File: src/rtl/spi_pkg.sv
// Shared constants and state encoding for the SPI RAM read master.
package spi_pkg;

  localparam logic [7:0] CMD_READ       = 8'h03;
  localparam int         FRAME_BITS     = 32;
  localparam int         DATA_START_BIT = 24;

  typedef enum logic [2:0] {
    IDLE,
    LEAD,
    HIGH,
    LOW,
    GAP
  } state_e;

endpackage

File: src/rtl/spi_clk_div.sv
// Half-period counter: phase_end strobes on the last of every CLK_DIV enabled cycles.
module spi_clk_div #(
  parameter int CLK_DIV = 2
) (
  input  logic clk,
  input  logic rst,
  input  logic en,
  input  logic clr,
  output logic phase_end
);

  localparam logic [7:0] LAST = 8'(CLK_DIV - 1);

  logic [7:0] cnt_q, cnt_d;

  assign phase_end = en && (cnt_q == LAST);

  always_comb begin
    cnt_d = cnt_q;
    if (clr || phase_end) begin
      cnt_d = '0;
    end else if (en) begin
      cnt_d = cnt_q + 8'd1;
    end
  end

  // NOTE: sequential state uses non-blocking assignments so every flop samples pre-edge values.
  always_ff @(posedge clk) begin
    if (rst) begin
      cnt_q <= '0;
    end else begin
      cnt_q <= cnt_d;
    end
  end

endmodule

File: src/rtl/spi_ram_reader.sv
// SPI mode-0 master issuing single-byte READ (0x03) frames to a 16-bit-addressed SPI RAM.
module spi_ram_reader
  import spi_pkg::*;
#(
  parameter int CLK_DIV = 2
) (
  input  logic        clk,
  input  logic        rst,
  input  logic        start,
  input  logic [15:0] addr,
  output logic        busy,
  output logic        done,
  output logic [7:0]  rdata,
  output logic        cs_n,
  output logic        sck,
  output logic        mosi,
  input  logic        miso
);

  localparam logic [5:0] LAST_BIT  = 6'(FRAME_BITS - 1);
  localparam logic [5:0] DATA_BIT0 = 6'(DATA_START_BIT);

  state_e      state_q, state_d;
  logic [31:0] tx_q, tx_d;
  logic [5:0]  bit_q, bit_d;
  logic [7:0]  rx_q, rx_d;
  logic [7:0]  rdata_q, rdata_d;
  logic        cs_n_q, cs_n_d;
  logic        sck_q, sck_d;
  logic        mosi_q, mosi_d;
  logic        busy_q, busy_d;
  logic        done_q, done_d;
  logic        phase_end;

  spi_clk_div #(
    .CLK_DIV (CLK_DIV)
  ) u_clk_div (
    .clk       (clk),
    .rst       (rst),
    .en        (state_q != IDLE),
    .clr       (state_q == IDLE),
    .phase_end (phase_end)
  );

  always_comb begin
    // NOTE: every signal gets a hold default first, so no path through the case infers a latch.
    state_d = state_q;
    tx_d    = tx_q;
    bit_d   = bit_q;
    rx_d    = rx_q;
    rdata_d = rdata_q;
    cs_n_d  = cs_n_q;
    sck_d   = sck_q;
    mosi_d  = mosi_q;
    busy_d  = busy_q;
    done_d  = 1'b0;

    unique case (state_q)
      IDLE: begin
        if (start) begin
          tx_d    = {CMD_READ, addr, 8'h00};
          bit_d   = '0;
          rx_d    = '0;
          cs_n_d  = 1'b0;
          mosi_d  = CMD_READ[7];
          busy_d  = 1'b1;
          state_d = LEAD;
        end
      end

      LEAD: begin
        if (phase_end) begin
          sck_d   = 1'b1;
          state_d = HIGH;
        end
      end

      HIGH: begin
        if (phase_end) begin
          sck_d   = 1'b0;
          tx_d    = tx_q << 1;
          // The data byte is a read phase: hold mosi low while the RAM drives miso.
          mosi_d  = ((bit_q + 6'd1) >= DATA_BIT0) ? 1'b0 : tx_q[30];
          state_d = LOW;
        end
      end

      LOW: begin
        if (phase_end) begin
          if (bit_q == LAST_BIT) begin
            cs_n_d  = 1'b1;
            done_d  = 1'b1;
            rdata_d = rx_q;
            state_d = GAP;
          end else begin
            bit_d = bit_q + 6'd1;
            sck_d = 1'b1;
            // miso is captured on the edge that raises sck; it has been stable a full half-period.
            if (bit_d >= DATA_BIT0) begin
              rx_d = {rx_q[6:0], miso};
            end
            state_d = HIGH;
          end
        end
      end

      GAP: begin
        if (phase_end) begin
          busy_d  = 1'b0;
          state_d = IDLE;
        end
      end

      default: state_d = IDLE;
    endcase
  end

  always_ff @(posedge clk) begin
    if (rst) begin
      state_q <= IDLE;
      tx_q    <= '0;
      bit_q   <= '0;
      rx_q    <= '0;
      rdata_q <= '0;
      cs_n_q  <= 1'b1;
      sck_q   <= 1'b0;
      mosi_q  <= 1'b0;
      busy_q  <= 1'b0;
      done_q  <= 1'b0;
    end else begin
      state_q <= state_d;
      tx_q    <= tx_d;
      bit_q   <= bit_d;
      rx_q    <= rx_d;
      rdata_q <= rdata_d;
      cs_n_q  <= cs_n_d;
      sck_q   <= sck_d;
      mosi_q  <= mosi_d;
      busy_q  <= busy_d;
      done_q  <= done_d;
    end
  end

  assign busy  = busy_q;
  assign done  = done_q;
  assign rdata = rdata_q;
  assign cs_n  = cs_n_q;
  assign sck   = sck_q;
  assign mosi  = mosi_q;

endmodule

File: config.mk
export PLATFORM = sky130hd
export DESIGN_NAME = spi_ram_reader
export DESIGN_NICKNAME = d
export VERILOG_FILES = /design/src/rtl/spi_pkg.sv /design/src/rtl/spi_clk_div.sv /design/src/rtl/spi_ram_reader.sv
export SDC_FILE = /design/constraint.sdc
export NUM_CORES = 1
export LEC_CHECK = 0
export ABC_AREA = 1
export BUFFER_PORTS_ARGS = -buffer_cell sky130_fd_sc_hd__clkbuf_2
export CAP_MARGIN = 40
export CORE_ASPECT_RATIO = 1.5
export CORE_MARGIN = 2
export CORE_UTILIZATION = 56
export DETAILED_ROUTE_END_ITERATION = 16
export PLACE_DENSITY = 0.83
export SLEW_MARGIN = 10
export SYNTH_ARGS = -nofsm -noshare
export SYNTH_HDL_FRONTEND = slang
export SYNTH_SLANG_ARGS = --single-unit
File: constraint.sdc
create_clock -name clk -period 2.9 [get_ports clk]
set_input_delay 0.87 -clock clk [delete_from_list [all_inputs] [get_ports clk]]
set_output_delay 0.87 -clock clk [all_outputs]
set_load 0.01 [all_outputs]
# Word level (Yosys, flattened, before mapping)
# Index checks and enable logic that the tools add are counted.
# op_classes
eq_ne	14
addsub	2
n_reduce_logical	18
muxes	34
magnitude_cmp	1
n_bitwise	2
# ops
operator	count
31-bit 2-to-1 mux	2
31-bit case mux with 2 select lines	1
8-bit 2-to-1 mux	4
3-bit 2-to-1 mux	6
6-bit 2-to-1 mux	3
8-bit case mux with 2 select lines	1
3-bit case mux with 5 select lines	1
5-bit AND reduction	3
6-bit case mux with 2 select lines	1
1-bit 2-to-1 mux	11
3-bit AND reduction	3
8-bit by 1-bit adder with 8-bit output (second input constant)	1
8-bit by 1-bit equality test with 1-bit output (second input constant)	1
2-bit by 1-bit inequality test with 1-bit output (second input constant)	4
2-bit inequality test (second input constant)	4
4-bit AND reduction	2
6-bit by 1-bit adder with 6-bit output (second input constant)	1
3-bit by 2-bit equality test with 1-bit output (second input constant)	2
6-bit by 5-bit equality test with 1-bit output (second input constant)	1
6-bit by 5-bit >= comparator with 1-bit output (second input constant)	1
1-bit case mux with 2 select lines	3
2-bit nonzero test	3
3-bit nonzero test	2
3-bit by 1-bit equality test with 1-bit output (second input constant)	1
8 further kinds	9
# word_totals
wordCells	82
in_bits	20
ff_bits	69

# Depth between registers and ports, before layout
# logic_depth
ltp_word	6
depth_mapped	12
depth_no_buf	12

# Cells and area by module
# From an unflattened synthesis, not the netlist that was laid out.
# unflattened
cells_unflattened	369
hier_area_um2	2832.7
# modules_own_cells
module	area_per_inst_um2	n_inst	seq_area_each_um2	cells_each
spi_ram_reader	2374.8	1	1061.0	307
spi_clk_div	457.9	1	160.2	62

# Worst setup path before layout
# OpenSTA, ideal clock, no wires.
# synth_path
path_kind	input to register
start	in rst
end	reg state_q[0]
cell_stages	6
n_path_buf	3
t_arrival_ps	1768
setup_time_ps	58
slack_ps	1074
t_required_ps	2842
path_cell_list	clkbuf_1 -> inv_1 -> clkbuf_1 -> clkbuf_1 -> o21ai_0 -> inv_1
# synth_lines
element	line_no	source
start: declaration	spi_ram_reader.sv:8	input logic rst,
end signal: assignment	spi_ram_reader.sv:131	state_q <= state_d;
end: declaration	spi_ram_reader.sv:23	state_e state_q, state_d;
# No word-level cell between the ends.

# Final worst setup path
# layout_path
start	reg u_clk_div.cnt_q[0]
end	reg tx_q[24]
# layout_via
elab_chain_len	4
# layout_rtl
element	line_no	source
start: declaration	spi_clk_div.sv:14	logic [7:0] cnt_q, cnt_d;
start signal: assignment	spi_clk_div.sv:32	cnt_q <= cnt_d;
8-bit by 1-bit equality test with 1-bit output	spi_clk_div.sv:16	assign phase_end = en && (cnt_q == LAST);
1-bit logical AND	spi_clk_div.sv:16	
2-bit by 1-bit inequality test with 1-bit output (no line)	--	
3-bit AND reduction (no line)	--	
end signal: assignment	spi_ram_reader.sv:132	tx_q <= tx_d;
end: declaration	spi_ram_reader.sv:24	logic [31:0] tx_q, tx_d;
# No other way between the ends.
# A chain may end at the register's enable or synchronous reset.

==> flow_summary.ini <==
[yosys]
synth_area_sq_um = 2834
synth_simple_gate_area_frac = 0.3117
yosys-top-cells-area = dfxtp_1 (43%), nand2_1 (12%), nor2_1 (7.5%), o211a_1 (5.3%), nand3_1 (5.1%)
synth_fa_ha_area_frac = 0.01766
synth-xor-area-share = 0.009272
synth_compound_area_frac = 0.1510
synth.distinct_cells = 30
synth_top_area_frac = 0.4309
ys_seq_area_frac = 0.4309
synth_edf_count = 0
synth_ff_type = dfxtp_1
syn-num-nets = 410
syn_inst = 386
synth_warnings = 0
yosys.area.top_type = dfxtp_1
async_reset_ff_frac = 0
synth_top_family_by_area = simple AND/OR/NAND/NOR gates
ys_ff_latch = 61
synth.most_common_cell = nand2_1
synthMuxAreaShare = 0
synth_commonest_cells = nand2_1 (89), dfxtp_1 (61), nor2_1 (57), nand3_1 (29)
postSynthAreaPerCell_sq_um = 7.342

[job]
cap_violations = 0

[layout]
drive_gt1_frac = 0.1829
fillers = 436
areaGrowthSynthToFinish_pct = 15.36
fin_nets = 440
final_area_sq_um = 3269
n_antenna_cell = 0
final_cells = 487

[global_route]
grt.overflow.total = 0
top_usage_layer = met2
grt_max_degree = 33
antenna_found_initial = 0
met1_usage = 0.2654
first_global_vias = 2400
globalRouteMet2Util = 0.3819
grt_pass1_wl_um = 10030
grt_usage = 0.2355
grt_util_met3 = 0.09117

[status]
status = finished clean

[setup_path]
cp_max_fo = 30
worstPathCellList = ha_1 -> nand2_1 -> nor2_1 -> nand2_2 -> o21ai_2 -> buf_4 -> o21ai_0 -> a21oi_1
arrival_ns = 2.25
ff2ff_path_depth = 8
critical_path_required_ns = 3.17
max_stage_delay_ns = 0.39
critPathCaptureType = flop
r2r-start = u_clk_div.cnt_q[0]
start_kind = flop
crit_slowest_cell = o21ai_2
r2r_slack_ns = 0.92
r2r_end = tx_q[24]
worstSetupPathType = reg2reg

[power_and_ir_drop]
peakVddDrop_uv = 570.9
p_per_area_nw_per_um2 = 1043
cellLeakagePower_nw = 1.591
total_power_mw = 3.409

[sta]
fin_setup_tns_ns = 0
setup_viol = 0
setup_slack_ns = 0.9191
relSlewSlack = 0.6505
clock_skew_ns = 0.007862
rsz0062_at_grt = false
period_minus_slack_ns = 1.981
hold_violations = 0
slew_violations = 0
tightest_slew_ns = 0.5214
fmax_mhz = 504.8
min_period_over_period = 0.6831

[detailed_routing]
totalWireLength_um = 5716
ant_nets = 0
routedWlPerCell_um = 11.74
drt-vias-per-instance = 5.117
dr.first_iter.drc_count = 88
dr.pass1.iters = 4
vias = 2492
drc_errors = 0

[clock_network]
cts_tree = done
cts_resized = 0
clock_path_buffers = 2
holdBufCountCts = 0
cts.clk_slew.worst_paths_ns = 0.06
h-tree-depth = 3
cts.sinks = 61
clock_latency_ns = 0.34
clockRootBuffer = clkbuf_8
cts_made_buffers = 9
postCtsSetupRepairBufs = 0

[floorplanning]
die_area_sq_um = 5658
die_h_um = 91.13
ios = 33
rows = 31
coreArea_sq_um = 4848
die_w_um = 62.09
start_util = 0.5845

[placement]
dp_hpwl_um = 4034
post_dp_cell_area_sq_um = 3010
dp_worst_setup_slack_ns = 0.8497
gp_congestion = 0.8526
place_inst = 471
io_buffers = 32

[min_path]
hold_end = u_clk_div.cnt_q[0]
hold_class = reg2reg
min_path_cells = 1
min_from = u_clk_div.cnt_q[0]
[worst max-delay path, delay by kind of cell (launching register included)]
family	cells	cell delay (ns)
buffers and inverters	1	0.36
AO/OA/AOI/OAI	3	0.68
flip-flops	1	0.37
adder cells (fa/ha/maj)	1	0.17
AND/OR/NAND/NOR	3	0.33
[through the flow]
step	util	hold WS [ns]
3_3_place_gp	0.6209	0.4504
4_1_cts	0.6743	0.4663
6_report	0.6743	0.4611
2_1_floorplan	-	0.4334
5_1_grt	0.6743	0.5016
3_5_place_dp	0.6209	0.4532
[power breakdown]
group	internal, mW	total [mW]	switching (mW)	leakage, nW
clock	0.642	0.968	0.327	0.130
combinational	0.412	1.20	0.791	0.962
sequential	1.08	1.24	0.160	0.500
[area by class of cell]
| type | count | area [sq um] | area share |
|---|---|---|---|
| Clock buffer | 13 | 168.9 | 0.05166 |
| Clock inverter | 3 | 90.09 | 0.02755 |
| Inverter | 36 | 136.4 | 0.04171 |
| Multi-Input combinational cell | 273 | 1388 | 0.4244 |
| Sequential cell | 61 | 1221 | 0.3735 |
| Tap cell | 66 | 82.58 | 0.02526 |
| Timing Repair Buffer | 35 | 182.7 | 0.05587 |
[logic make-up after synthesis]
family,Yosys count
xor+xnor,3
flops,61
compound gates,68
fa+ha+maj,4
simple gates,198
buf+inv,52
[worst max path at each step]
stage	from	to	slack, ns	depth (start not counted)
2_1_floorplan	rst	state_q[0]	1.07	6
3_3_place_gp	rst	mosi	0.90	5
3_5_place_dp	rst	rdata[1]	0.85	5
4_1_cts	u_clk_div.cnt_q[0]	tx_q[24]	0.89	8
5_1_grt	u_clk_div.cnt_q[0]	tx_q[24]	0.66	8
6_report	u_clk_div.cnt_q[0]	tx_q[24]	0.92	8
[routing by layer]
layer | part of all wire | vias to the layer above | wire length (um)
li1 | - | 1306 | -
met1 | 0.42 | 1133 | 2414
met2 | 0.52 | 43 | 2972
met3 | 0.039 | 10 | 223
met4 | 0.019 | 0 | 106
met5 | 0 | - | 0
[registers in the layout, indices dropped and copies added, names as in the netlist]
register	count
bit_q	6
busy	1
cs_n	1
done	1
mosi	1
rdata	8
rx_q	8
sck	1
state_q	3
tx_q	23
u_clk_div.cnt_q	8
[layout by cell type (no fill, tap or decap), drive strengths merged]
cell	n
xor2	3
nand3	31
o21ai	29
nor2	61
clkbuf	45
a21oi	22
ha	4
a211oi	1
dfxtp	61
bufinv	3
buf	3
o21bai	1
o211a	15
inv	35
clkinv	1
nand3b	1
nor3	5
nand2	98
nand4	2
Note: power is estimated with default switching activity, not from simulation.
